===== src/rtl/d_gi_fifo_if.sv =====
// Global-input FIFO handshake bundle: write side (din/write/full_n) and FWFT read side.
// Error-status signals exist only when GI_FIFO_STAT_EN is defined.
interface d_gi_fifo_if #(
    parameter int unsigned DATA_WIDTH = 64,
    parameter int unsigned DEPTH_LOG2 = 4
);
    logic [DATA_WIDTH-1:0] din;
    logic                  write;
    logic                  full_n;
    logic [DATA_WIDTH-1:0] dout;
    logic                  read;
    logic                  empty_n;
    logic [DEPTH_LOG2:0]   count;
`ifdef GI_FIFO_STAT_EN
    logic                  ovf_err;
    logic                  udf_err;
    logic                  clr_err;

    modport master (
        output din, write, read, clr_err,
        input  full_n, dout, empty_n, count, ovf_err, udf_err
    );
    modport slave (
        input  din, write, read, clr_err,
        output full_n, dout, empty_n, count, ovf_err, udf_err
    );
`else
    modport master (
        output din, write, read,
        input  full_n, dout, empty_n, count
    );
    modport slave (
        input  din, write, read,
        output full_n, dout, empty_n, count
    );
`endif
endinterface


===== src/rtl/d_gi_fifo.sv =====
// Global-input buffer: synchronous first-word-fall-through FIFO feeding the controller read mux.
// Define GI_FIFO_STAT_EN to add sticky overflow/underflow flags with clr_err.
module d_gi_fifo #(
    parameter int unsigned DATA_WIDTH = 64,
    parameter int unsigned DEPTH_LOG2 = 4
) (
    input logic        clk,
    input logic        reset,
    d_gi_fifo_if.slave bus
);
    localparam int unsigned DEPTH = 1 << DEPTH_LOG2;
    localparam int unsigned CW    = DEPTH_LOG2 + 1;

    logic [DATA_WIDTH-1:0] mem [DEPTH];
    logic [DEPTH_LOG2-1:0] wr_ptr;
    logic [DEPTH_LOG2-1:0] rd_ptr;
    logic [CW-1:0]         occ;
    logic                  full_n_c;
    logic                  empty_n_c;
    logic                  wa;
    logic                  ra;

    // Status decodes only from the occupancy register; no path from write/read.
    always_comb begin
        full_n_c  = (occ != CW'(DEPTH));
        empty_n_c = (occ != CW'(0));
        wa        = bus.write & full_n_c;
        ra        = bus.read & empty_n_c;
    end

    always_ff @(posedge clk) begin
        if (reset) begin
            wr_ptr <= '0;
            rd_ptr <= '0;
            occ    <= '0;
        end else begin
            if (wa) wr_ptr <= wr_ptr + DEPTH_LOG2'(1);
            if (ra) rd_ptr <= rd_ptr + DEPTH_LOG2'(1);
            case ({wa, ra})
                2'b10:   occ <= occ + CW'(1);
                2'b01:   occ <= occ - CW'(1);
                default: occ <= occ;
            endcase
        end
    end

    // Storage is intentionally not cleared by reset; only the write is suppressed.
    always_ff @(posedge clk) begin
        if (!reset && wa) mem[wr_ptr] <= bus.din;
    end

    assign bus.full_n  = full_n_c;
    assign bus.empty_n = empty_n_c;
    assign bus.count   = occ;
    assign bus.dout    = mem[rd_ptr];

`ifdef GI_FIFO_STAT_EN
    logic ovf_q;
    logic udf_q;

    // Sticky illegal-request flags; a new event wins over a same-cycle clear.
    always_ff @(posedge clk) begin
        if (reset) begin
            ovf_q <= 1'b0;
            udf_q <= 1'b0;
        end else begin
            if (bus.write && !full_n_c) ovf_q <= 1'b1;
            else if (bus.clr_err)       ovf_q <= 1'b0;
            if (bus.read && !empty_n_c) udf_q <= 1'b1;
            else if (bus.clr_err)       udf_q <= 1'b0;
        end
    end

    assign bus.ovf_err = ovf_q;
    assign bus.udf_err = udf_q;
`endif
endmodule


===== src/flat_wrapper.sv =====
// flat-port wrapper written by rule: the top's interface ports become plain ports
module d_gi_fifo_flat 
#(
    parameter int unsigned DATA_WIDTH = 64,
    parameter int unsigned DEPTH_LOG2 = 4
)
  (clk, reset, bus_din, bus_write, bus_read, bus_full_n, bus_dout, bus_empty_n, bus_count);
  d_gi_fifo_if #(.DATA_WIDTH(DATA_WIDTH), .DEPTH_LOG2(DEPTH_LOG2)) bus_i ();
  input logic clk;
  input logic reset;
  input wire logic [$bits(bus_i.din)-1:0] bus_din;
  input wire logic [$bits(bus_i.write)-1:0] bus_write;
  input wire logic [$bits(bus_i.read)-1:0] bus_read;
  output wire logic [$bits(bus_i.full_n)-1:0] bus_full_n;
  output wire logic [$bits(bus_i.dout)-1:0] bus_dout;
  output wire logic [$bits(bus_i.empty_n)-1:0] bus_empty_n;
  output wire logic [$bits(bus_i.count)-1:0] bus_count;
  assign bus_i.din = bus_din;
  assign bus_i.write = bus_write;
  assign bus_i.read = bus_read;
  assign bus_full_n = bus_i.full_n;
  assign bus_dout = bus_i.dout;
  assign bus_empty_n = bus_i.empty_n;
  assign bus_count = bus_i.count;
  d_gi_fifo #(.DATA_WIDTH(DATA_WIDTH), .DEPTH_LOG2(DEPTH_LOG2)) u_core (.clk(clk), .reset(reset), .bus(bus_i));
endmodule

===== config.mk =====
export PLATFORM = sky130hd
export DESIGN_NAME = d_gi_fifo_flat
export DESIGN_NICKNAME = d
export VERILOG_FILES = /design/src/rtl/d_gi_fifo_if.sv /design/src/rtl/d_gi_fifo.sv /design/src/flat_wrapper.sv
export SDC_FILE = /design/constraint.sdc
export NUM_CORES = 1
export LEC_CHECK = 0
export BUFFER_PORTS_ARGS = -buffer_cell sky130_fd_sc_hd__buf_2
export CORE_AREA = 2 2 399 401
export DETAILED_ROUTE_END_ITERATION = 10
export DIE_AREA = 0 0 401 403
export MAX_ROUTING_LAYER = met4
export PLACE_DENSITY_LB_ADDON = 0.25
export SLEW_MARGIN = 40
export SYNTH_ARGS = -nofsm -noshare
export SYNTH_HDL_FRONTEND = slang
export SYNTH_SLANG_ARGS = --single-unit

===== constraint.sdc =====
create_clock -name clk -period 11.9 [get_ports clk]
set_input_delay 0.595 -clock clk [delete_from_list [all_inputs] [get_ports clk]]
set_output_delay 0.595 -clock clk [all_outputs]
set_load 0.01 [all_outputs]

==> impl_results.md, run 1 <==
* Leak Pwr at 14.25 nW
* WP data arrival at 3890 ps
* R2R Path Start: u_core.bus.count[0]
* Detailed Route WL at 105.4 mm
* Clock sinks at 1,041
* Peak VDD IR at 107.8 uV
* DR WL met2 at 53.39 mm
* Layout cells sized above 1 at 32.58%
* Period minus WS final at 4487 ps
* Core region area at 157,500 sq um
* Gpl congestion at 0.6861
* Setup TNS at 0 ps
* Fmax at 0.2229 GHz
* Nets at 1,974
* Yosys warns at 0
* Main combinational cell family by area after synthesis: multiplexers
* Crit path launch type: flip-flop
* First-pass GRT wire length at 148.7 mm
* Worst reg2reg endpoint: u_core.mem[13][60]
* CTS tree: done
* Count leader, synth: edfxtp_1
* Mapped Area at 39,140 sq um
* Clk buf depth at 3
* Initial DRC count at 1,343
* Synthesized area per cell at 23.34 sq um
* Post-CTS Setup Bufs at 0
* Top FF cell, synth: edfxtp_1
* FFs w/ async S/R, synth at 0%
* Met1 wire length at 45.10 mm
* Crit path to: bus_dout[42]
* Hold Path Class: in -> reg
* Unrepaired setup endpoints after global routing: no
* Mux cell area share after synthesis at 14.87%
* Gate count after technology mapping at 1,677
* Final Hold Viols at 0
* IO Port Bufs at 138
* Synthesized flop and latch total at 1,041
* DRC at 0
* Synth Area in Adders at 0.3389%
* GRT Total Usage at 13.33%
* Clock slew at reported path FFs at 60 ps
* Final setup vio count at 0
* Drt first pass iters at 5
* Synth area leaders: edfxtp_1 79%, mux4_2 15%, a22oi_1 2.5%
* Synth Area in Compound Gates at 2.647%
* Post-Syn Nets at 1,755
* Synth top area share at 78.57%
* PnR worst setup slack at 7413 ps
* Synth Area in Simple Gates at 1.292%
* Yosys top cell by area: edfxtp_1
* TritonCTS Buffers at 111
* Worst Setup End Kind: primary output
* P per Cell Area at 187.4 nW/um^2
* Netlist cell types at 33
* Die Footprint at 161,600 sq um
* Depth of the CTS H-tree at 3
* Global route overflow at 0
* Antenna viol nets, final at 0
* Clock Latency Late Sink at 750 ps
* Initial cell density of the core at 24.85%
* Largest net degree at the start of global routing at 78
* Max Used Layer: met4
* Clock Skews at 29.05 ps
* Max FO, Critical Path at 46
* Worst EP required at 11,310 ps
* Max cap viols at 0
* Final Max Slew Viols at 0
* Vias in the first global route at 19,510
* Area growth, synth to finish at 18.59%
* CTS Hold Bufs at 0
* Reg2reg path depth at 7
* Dpl ws at 7765 ps
* Via density at 4.469
* PostCTS Resize Cnt at 0
* Rows at 146
* Seq/Total Area, Yosys at 79.44%
* Final worst-path cycle share at 37.70%
* Hpwl dp at 52.75 mm
* Via Count at 18,200
* Clk root buf: clkbuf_16
* WL met3 at 4.844 mm
* Worst slew pin tran at 868.7 ps
* Initial antenna violation count at 23
* Reg2Reg Setup Slack at 8430 ps
* Slew margin rel. at 42.09%
* Post-Synth XOR/XNOR Area at 0.1566%
* Routed length per instance at 25.89 microns
* Setup Crit Path Kind: reg -> out
* Top cells by count, synth: 1,024 x edfxtp_1, 256 x mux4_2, 128 x a22oi_1
* Post-synth EDFFs at 1,024
* Width of the die at 401 microns
* Ports at 139
* Outcome: completed
* Chip height at 403 microns
-- final cells by class --
| class | instances | area, sq um |
|---|---|---|
| fill | 15310 | 111100 |
| sequential | 1041 | 31100 |
| multi-input combinational | 540 | 7699 |
| clock buffer | 123 | 2823 |
| tap | 2072 | 2592 |
| timing repair buffer | 194 | 1360 |
| clock inverter | 86 | 793.3 |
| inverter | 8 | 30.03 |
| antenna | 8 | 20.02 |
-- logic make-up (layout without fill, tap and decap cells) --
group,Yosys count,count (layout)
simple gates,124,124
xor+xnor,7,7
mux,261,261
compound gates,138,138
buf+inv,96,411
flops,1041,1041
fa+ha+maj,10,10
other cells,0,8
-- routing by layer --
layer | up-vias | global-route usage (%)
li1 | 7642 | -
met1 | 9987 | 16.64
met2 | 413 | 22.31
met3 | 157 | 2.312
met4 | 0 | 3.714
met5 | - | -
-- how the worst min path moves through the flow --
stage	depth (start not counted)	start	end
floorplan	2	u_core.rd_ptr[3]	flip-flop
global placement	2	u_core.rd_ptr[3]	u_core.rd_ptr[3]
detailed placement	2	u_core.rd_ptr[3]	u_core.rd_ptr[3]
CTS	1	bus_din[37]	u_core.mem[13][37]
global route	1	bus_din[37]	u_core.mem[2][37]
finish	1	bus_din[37]	u_core.mem[5][37]
-- critical path, stage by stage (launching register included) --
cell and delay (ps):
dfxtp_4 680, buf_6 610, buf_6 620, mux4_2 580, a22oi_1 230, nand2_1 200
buf_2 200
-- placed cells by master (no fill, tap or decap), types with 6 or more instances in the layout --
cell type / instances
buf_4: 28
clkbuf_16: 111
inv_6: 6
inv_1: 8
buf_2: 138
buf_6: 13
clkinv_1: 25
nor2_4: 17
clkbuf_1: 12
a22oi_1: 128
nor2_1: 21
dfxtp_1: 15
clkinv_4: 6
edfxtp_1: 1024
bufinv_16: 11
mux4_2: 256
xor2_1: 6
ha_1: 9
clkinv_2: 28
diode_2: 8
nand2_1: 72
-- sequential cells by signal, indices dropped and copies added, names as in the netlist, named ones only --
signal            cells
u_core.rd_ptr         4
u_core.bus.count      5
u_core.wr_ptr         4
u_core.mem         1024
-- power breakdown --
| group | internal [W] | leakage, nW | switching (W) | total [W] |
|---|---|---|---|---|
| registers | 0.00409 | 9.36 | 0.0000518 | 0.00414 |
| clock network | 0.00196 | 1.79 | 0.00147 | 0.00344 |
| logic | 0.000527 | 3.10 | 0.000596 | 0.00112 |
| total | 0.00658 | 14.2 | 0.00212 | 0.00870 |
-- through the flow --
stage	std cells	utilization (%)	hold slack [ps]	total power, W	area (sq um)
after CTS	4062	29.44	152.8	0.008857	46350
after floorplan	1677	-	484.7	0.004994	39140
after global routing	4070	29.47	203.3	0.009051	46410
after detailed placement	3853	27.14	533.5	0.005389	42730
after global placement	3842	26.96	546.2	0.005357	42460
final	4072	29.48	231.0	0.008699	46410
(Power assumes the default switching activity.)
==> inputs of run 2 (changes only) <==
==> constraint.sdc (replaced) <==
create_clock -name clk -period 4 [get_ports clk]
set_input_delay 0.2 -clock clk [delete_from_list [all_inputs] [get_ports clk]]
set_output_delay 0.2 -clock clk [all_outputs]
set_load 0.01 [all_outputs]
==> impl_results.md, run 2 (same netlist as run 1, synthesis figures left out) <==
* CTS Hold Bufs at 68 (+68)
* Vias in the first global route at 19,770 (+1.3%)
* Chip height at 403 microns (unchanged)
* Crit path to: bus_dout[4]
* Post-CTS Setup Bufs at 0 (unchanged)
* Setup Crit Path Kind: reg -> out
* GRT Total Usage at 12.44% (-0.89 points)
* Int Pwr at 0.01922 W (+190%)
* Die Footprint at 161,600 sq um (unchanged)
* Core region area at 157,500 sq um (unchanged)
* Initial cell density of the core at 24.85% (unchanged)
* Drt first pass iters at 5 (unchanged)
* Final setup vio count at 0 (unchanged)
* Leak Pwr at 14.42 nW (+1.2%)
* Worst Setup End Kind: primary output
* P per Cell Area at 539.8 nW/um^2 (+190%)
* Initial antenna violation count at 11 (-52%)
* Hpwl dp at 54.43 mm (+3.2%)
* Layout cells sized above 1 at 30.30% (-2.3 points)
* Period minus WS final at 3490 ps
* Final Max Slew Viols at 0 (unchanged)
* Largest Register: u_core.mem
* Antenna viol nets, final at 0 (unchanged)
* Detailed Route WL at 98.14 mm (-6.9%)
* Rows at 146 (unchanged)
* R2R Path Start: u_core.bus.count[3]
* Global route overflow at 0 (unchanged)
* P_sw at 0.006102 W (+190%)
* Reg2reg path depth at 10 (+3)
* Commonest non-fill, non-tap cell in the layout: edfxtp_1
* Slew margin rel. at 44.01% (+1.9 points)
* WP data arrival at 3290 ps (-600 ps)
* Largest net degree at the start of global routing at 73 (-6.4%)
* Final worst-path cycle share at 87.25%
* Reg2Reg Setup Slack at 900 ps (-7530 ps)
* Area occupied by registers at 31,100 sq um (unchanged)
* Switch share at 24.10% (-0.30 points)
* First-pass GRT wire length at 141.3 mm (-5.0%)
* Power share of the clock group at 37.7% (-1.8 points)
* Peak VDD IR at 333.8 uV (+210%)
* PnR worst setup slack at 509.9 ps (-6903 ps)
* Clk root buf: clkbuf_16
* IO Port Bufs at 138 (unchanged)
* Sequential power share at 48.6% (+1.0 points)
* Initial DRC count at 1,421 (+5.8%)
* Clock Skews at 29.40 ps (+0.3437 ps)
* Worst EP required at 3800 ps (-7510 ps)
* Dpl ws at 965.8 ps (-6799 ps)
* Area growth, synth to finish at 19.87%
* Setup TNS at 0 ps (unchanged)
* Gate power share at 13.7% (+0.8 points)
* Clk buf depth at 3 (unchanged)
* Clock sinks at 1,041 (unchanged)
* Ports at 139 (unchanged)
* Routed length per instance at 23.81 microns (-8.0%)
* Area occupied by multi-input gates at 7699 sq um (unchanged)
* Clock slew at reported path FFs at 60 ps (about the same)
* Outcome: completed
* Crit path launch type: flip-flop
* Hold Path Class: in -> reg
* Final Hold Viols at 0 (unchanged)
* TritonCTS Buffers at 110 (-0.90%)
* PostCTS Resize Cnt at 0 (unchanged)
* Gpl congestion at 0.6905 (+0.64%)
* Via Count at 18,050 (-0.82%)
* Max cap viols at 0 (unchanged)
* Worst slew pin tran at 839.9 ps (-28.83 ps)
* Width of the die at 401 microns (unchanged)
* Most frequent cells in the layout: 1,024 x edfxtp_1, 256 x mux4_2, 138 x buf_2, 128 x a22oi_1, 112 x clkbuf_16
* Depth of the CTS H-tree at 3 (unchanged)
* Fmax at 0.2865 GHz
* Via density at 4.380 (-2.0%)
* Clock Latency Late Sink at 720 ps (-30 ps)
* Unrepaired setup endpoints after global routing: no
* Fill cells at 15,220 (-0.56%)
* DRC at 0 (unchanged)
* Nets at 2,046 (+3.6%)
* Number of flip-flops in the largest register at 1,024 (unchanged)
* CTS tree: done
* Max FO, Critical Path at 28 (-39%)
* Worst reg2reg endpoint: u_core.bus.count[4]
-- run 2: layer usage --
metal	wire, microns	vias up	global-route usage (%)	share of wire, %
met5	0	-	-	0
met4	2024	0	3.443	2.1
met1	41620	9827	15.22	42
met3	3751	128	2.094	3.8
li1	-	7744	-	-
met2	50750	351	21.25	52
-- run 2: worst max-delay path: stages (launching register included) --
cell,delay [ps]
dfxtp_4,750
buf_4,610
mux4_2,580
a22oi_1,290
nand2_1,160
buf_2,170
-- run 2: layout make-up --
class                           count  share of cell area, %
Tap cell                         2072                  5.526
Clock inverter                     59                 0.9975
Clock buffer                      131                  6.126
Inverter                            8                0.06401
Antenna cell                        3                0.01600
Sequential cell                  1041                  66.29
Timing Repair Buffer              267                  4.574
Multi-Input combinational cell    540                  16.41
-- run 2: worst min path at each step --
stage,startpoint,to,slack [ps],cells past startpoint
final,bus_din[56],u_core.mem[4][56],400,2
after detailed placement,u_core.rd_ptr[3],u_core.rd_ptr[3],530,2
after global placement,u_core.bus.count[2],u_core.bus.count[2],540,2
after global routing,bus_din[6],u_core.mem[2][6],400,2
after floorplan,bus_din[0],u_core.mem[0][0],300,0
after CTS,bus_din[56],u_core.mem[4][56],350,2
-- run 2: per-stage QoR --
| stage | util [%] | hold WS (ps) | cells | instance area (sq um) | power, W |
|---|---|---|---|---|---|
| 6_report | 29.79 | 400.2 | 4121 | 46910 | 0.02532 |
| 5_1_grt | 29.79 | 398.6 | 4120 | 46910 | 0.02636 |
| 4_1_cts | 29.79 | 349.8 | 4118 | 46910 | 0.02577 |
| 3_5_place_dp | 27.23 | 525.7 | 3860 | 42880 | 0.01609 |
| 3_3_place_gp | 27.17 | 536.3 | 3857 | 42780 | 0.01601 |
| 2_1_floorplan | - | 298.9 | 1677 | 39140 | 0.01486 |
-- run 2: power groups by stage --
stage	Combinational [W]	Sequential (W)	Clock, W
6_report	0.00347	0.0123	0.00954
5_1_grt	0.00379	0.0123	0.0102
4_1_cts	0.00361	0.0123	0.00985
3_5_place_dp	0.00354	0.0125	0
3_3_place_gp	0.00348	0.0125	0
2_1_floorplan	0.00240	0.0125	0
==> inputs of run 3 (changes only) <==
--- a/config.mk
+++ b/config.mk
@@ -7,6 +7,7 @@
 export LEC_CHECK = 0
 export BUFFER_PORTS_ARGS = -buffer_cell sky130_fd_sc_hd__buf_2
 export CORE_AREA = 2 2 399 401
+export CTS_CLUSTER_SIZE = 14
 export DETAILED_ROUTE_END_ITERATION = 10
 export DIE_AREA = 0 0 401 403
 export MAX_ROUTING_LAYER = met4
==> constraint.sdc (replaced) <==
create_clock -name clk -period 4.4 [get_ports clk]
set_input_delay 0.22 -clock clk [delete_from_list [all_inputs] [get_ports clk]]
set_output_delay 0.22 -clock clk [all_outputs]
set_load 0.01 [all_outputs]
==> impl_results.md, run 3 (same netlist as run 1, synthesis figures left out) <==
* Outcome: completed
* Worst slew pin tran at 853.0 ps (+13.16 ps)
* IO Port Bufs at 138 (unchanged)
* Power share of the clock group at 39.6% (+1.9 points)
* Final setup vio count at 0 (unchanged)
* Core region area at 157,500 sq um (unchanged)
* Max cap viols at 0 (unchanged)
* Layout cells sized above 1 at 31.20% (+0.90 points)
* Peak VDD IR at 354.7 uV (+6.2%)
* Ports at 139 (unchanged)
* Width of the die at 401 microns (unchanged)
* Final Max Slew Viols at 0 (unchanged)
* Area growth, synth to finish at 21.21%
* Area occupied by registers at 31,100 sq um (unchanged)
* Hpwl dp at 55.66 mm (+2.3%)
* Met1 wire length at 43.30 mm (+4.1%)
* Fill cells at 15,230 (+0.085%)
* Number of flip-flops in the largest register at 1,024 (unchanged)
* Unrepaired setup endpoints after global routing: no
* Worst EP required at 4180 ps (+380 ps)
* Period minus WS final at 3528 ps
* P_sw at 0.005770 W (-5.4%)
* Routed length per instance at 24.19 microns (+1.6%)
* CTS tree: done
* Area occupied by multi-input gates at 7699 sq um (unchanged)
* Gpl congestion at 0.7089 (+2.7%)
* Setup Crit Path Kind: reg -> out
* Hold Path Class: in -> reg
* Initial DRC count at 1,368 (-3.7%)
* Commonest non-fill, non-tap cell in the layout: edfxtp_1
* Global route overflow at 0 (unchanged)
* Final worst-path cycle share at 80.18%
* Hold slack at 395.8 ps (-4.408 ps)
* Clock slew at reported path FFs at 60 ps (about the same)
* Fin util at 30.13% (+0.33 points)
* Initial cell density of the core at 24.85% (unchanged)
* Setup TNS at 0 ps (unchanged)
* PostCTS Resize Cnt at 0 (unchanged)
* Most frequent cells in the layout: 1,024 x edfxtp_1, 256 x mux4_2, 138 x buf_2, 128 x a22oi_1, 113 x clkbuf_16
* Clk buf depth at 3 (unchanged)
* Depth of the CTS H-tree at 3 (unchanged)
* Via Count at 18,220 (+0.96%)
* Clock sinks at 1,041 (unchanged)
* Rows at 146 (unchanged)
* Fmax at 0.2835 GHz
* Die Footprint at 161,600 sq um (unchanged)
* Sequential power share at 46.9% (-1.7 points)
* First-pass GRT wire length at 144.2 mm (+2.1%)
* TritonCTS Buffers at 113 (+2.7%)
* Initial antenna violation count at 7 (-4)
* Final Hold Viols at 0 (unchanged)
* Chip height at 403 microns (unchanged)
* Largest net degree at the start of global routing at 65 (-11%)
* Antenna viol nets, final at 0 (unchanged)
* Leak Pwr at 14.64 nW (+1.5%)
* Detailed Route WL at 100.2 mm (+2.1%)
* R2R Path Start: u_core.bus.count[0]
* Min-delay src: bus_din[50]
* P per Cell Area at 502.8 nW/um^2 (-6.9%)
* Clock Latency Late Sink at 750 ps (+30 ps)
* Worst Setup End Kind: primary output
* Max Used Layer: met4
* GRT Total Usage at 12.69% (+0.25 points)
* Crit path launch type: flip-flop
* Nets at 2,049 (+0.15%)
* Clock Skews at 47.05 ps (+17.65 ps)
* Vias in the first global route at 19,960 (+0.97%)
* Largest Register: u_core.mem
* Gate power share at 13.5% (-0.2 points)
* WL met3 at 3.923 mm (+4.6%)
* Int Pwr at 0.01808 W (-5.9%)
* Slew margin rel. at 43.13% (-0.88 points)
* WP data arrival at 3310 ps (+20 ps)
* DRC at 0 (unchanged)
* Max FO, Critical Path at 21 (-25%)
* DR WL met2 at 50.51 mm (-0.47%)
* Drt first pass iters at 5 (unchanged)
* Via density at 4.401 (+0.48%)
* Clk root buf: clkbuf_16
* Switch share at 24.19% (+0.093 points)
run 3: changes by cell type in the layout (fill, tap and decap cells not counted), moves of 4 or more:
cell / previous run / this run
buf_12: 19 / 27
buf_4: 34 / 26
bufinv_16: 5 / 13
clkbuf_1: 19 / 25
clkinv_1: 33 / 21
clkinv_16: 1 / 5
clkinv_2: 10 / 22
run 3: worst max-delay path, stage by stage (launching register included):
cell and delay [ps]:
dfxtp_4 610, buf_12 270, buf_4 390, buf_4 330
mux4_2 540, a22oi_1 190, nand2_1 80, buf_2 150
run 3: worst paths after layout:
check             slack (ps)  cells after the start             endpoint
setup reg to reg        1300                     10  u_core.bus.count[4]
hold / removal           400                      2    u_core.mem[4][50]
setup / recovery         870                      7         bus_dout[47]
hold reg to reg          540                      2     u_core.rd_ptr[3]
run 3: repair_timing:
action / in CTS / in global routing
setup buffers: 0 / 0
hold buffers: 68 / 0
endpoints found under the hold margin: 1040 / 0
run 3: metrics by stage:
step | instance area [sq um] | worst slack, ps | power (W) | std cells
6_report | 47440 | 872.3 | 0.02385 | 4141
5_1_grt | 47430 | 623.0 | 0.02481 | 4138
4_1_cts | 47410 | 727.3 | 0.02427 | 4135
3_5_place_dp | 42980 | 1342 | 0.01468 | 3859
3_3_place_gp | 42790 | 1263 | 0.01461 | 3851
2_1_floorplan | 39140 | 215.8 | 0.01351 | 1677
run 3: power by group through the flow:
stage | clock network [W] | logic (W) | registers (W)
2_1_floorplan | 0 | 0.00218 | 0.0113
3_3_place_gp | 0 | 0.00318 | 0.0114
3_5_place_dp | 0 | 0.00328 | 0.0114
4_1_cts | 0.00972 | 0.00335 | 0.0112
5_1_grt | 0.0101 | 0.00350 | 0.0112
6_report | 0.00945 | 0.00321 | 0.0112
run 3: final cells by class:
| type | instances | share of cell area (%) |
|---|---|---|
| clock buffers | 138 | 6.159 |
| clock inverters | 70 | 1.730 |
| inverters | 8 | 0.06330 |
| diodes | 5 | 0.02637 |
| repair buffers | 267 | 4.776 |
| multi-input cells | 540 | 16.23 |
| flip-flops and latches | 1041 | 65.55 |
| well taps | 2072 | 5.465 |
run 3: metal layers:
metal,track usage (%),vias to the layer above
met3,2.062,140
li1,-,7771
met4,3.873,0
met5,-,-
met2,21.05,371
met1,15.96,9942
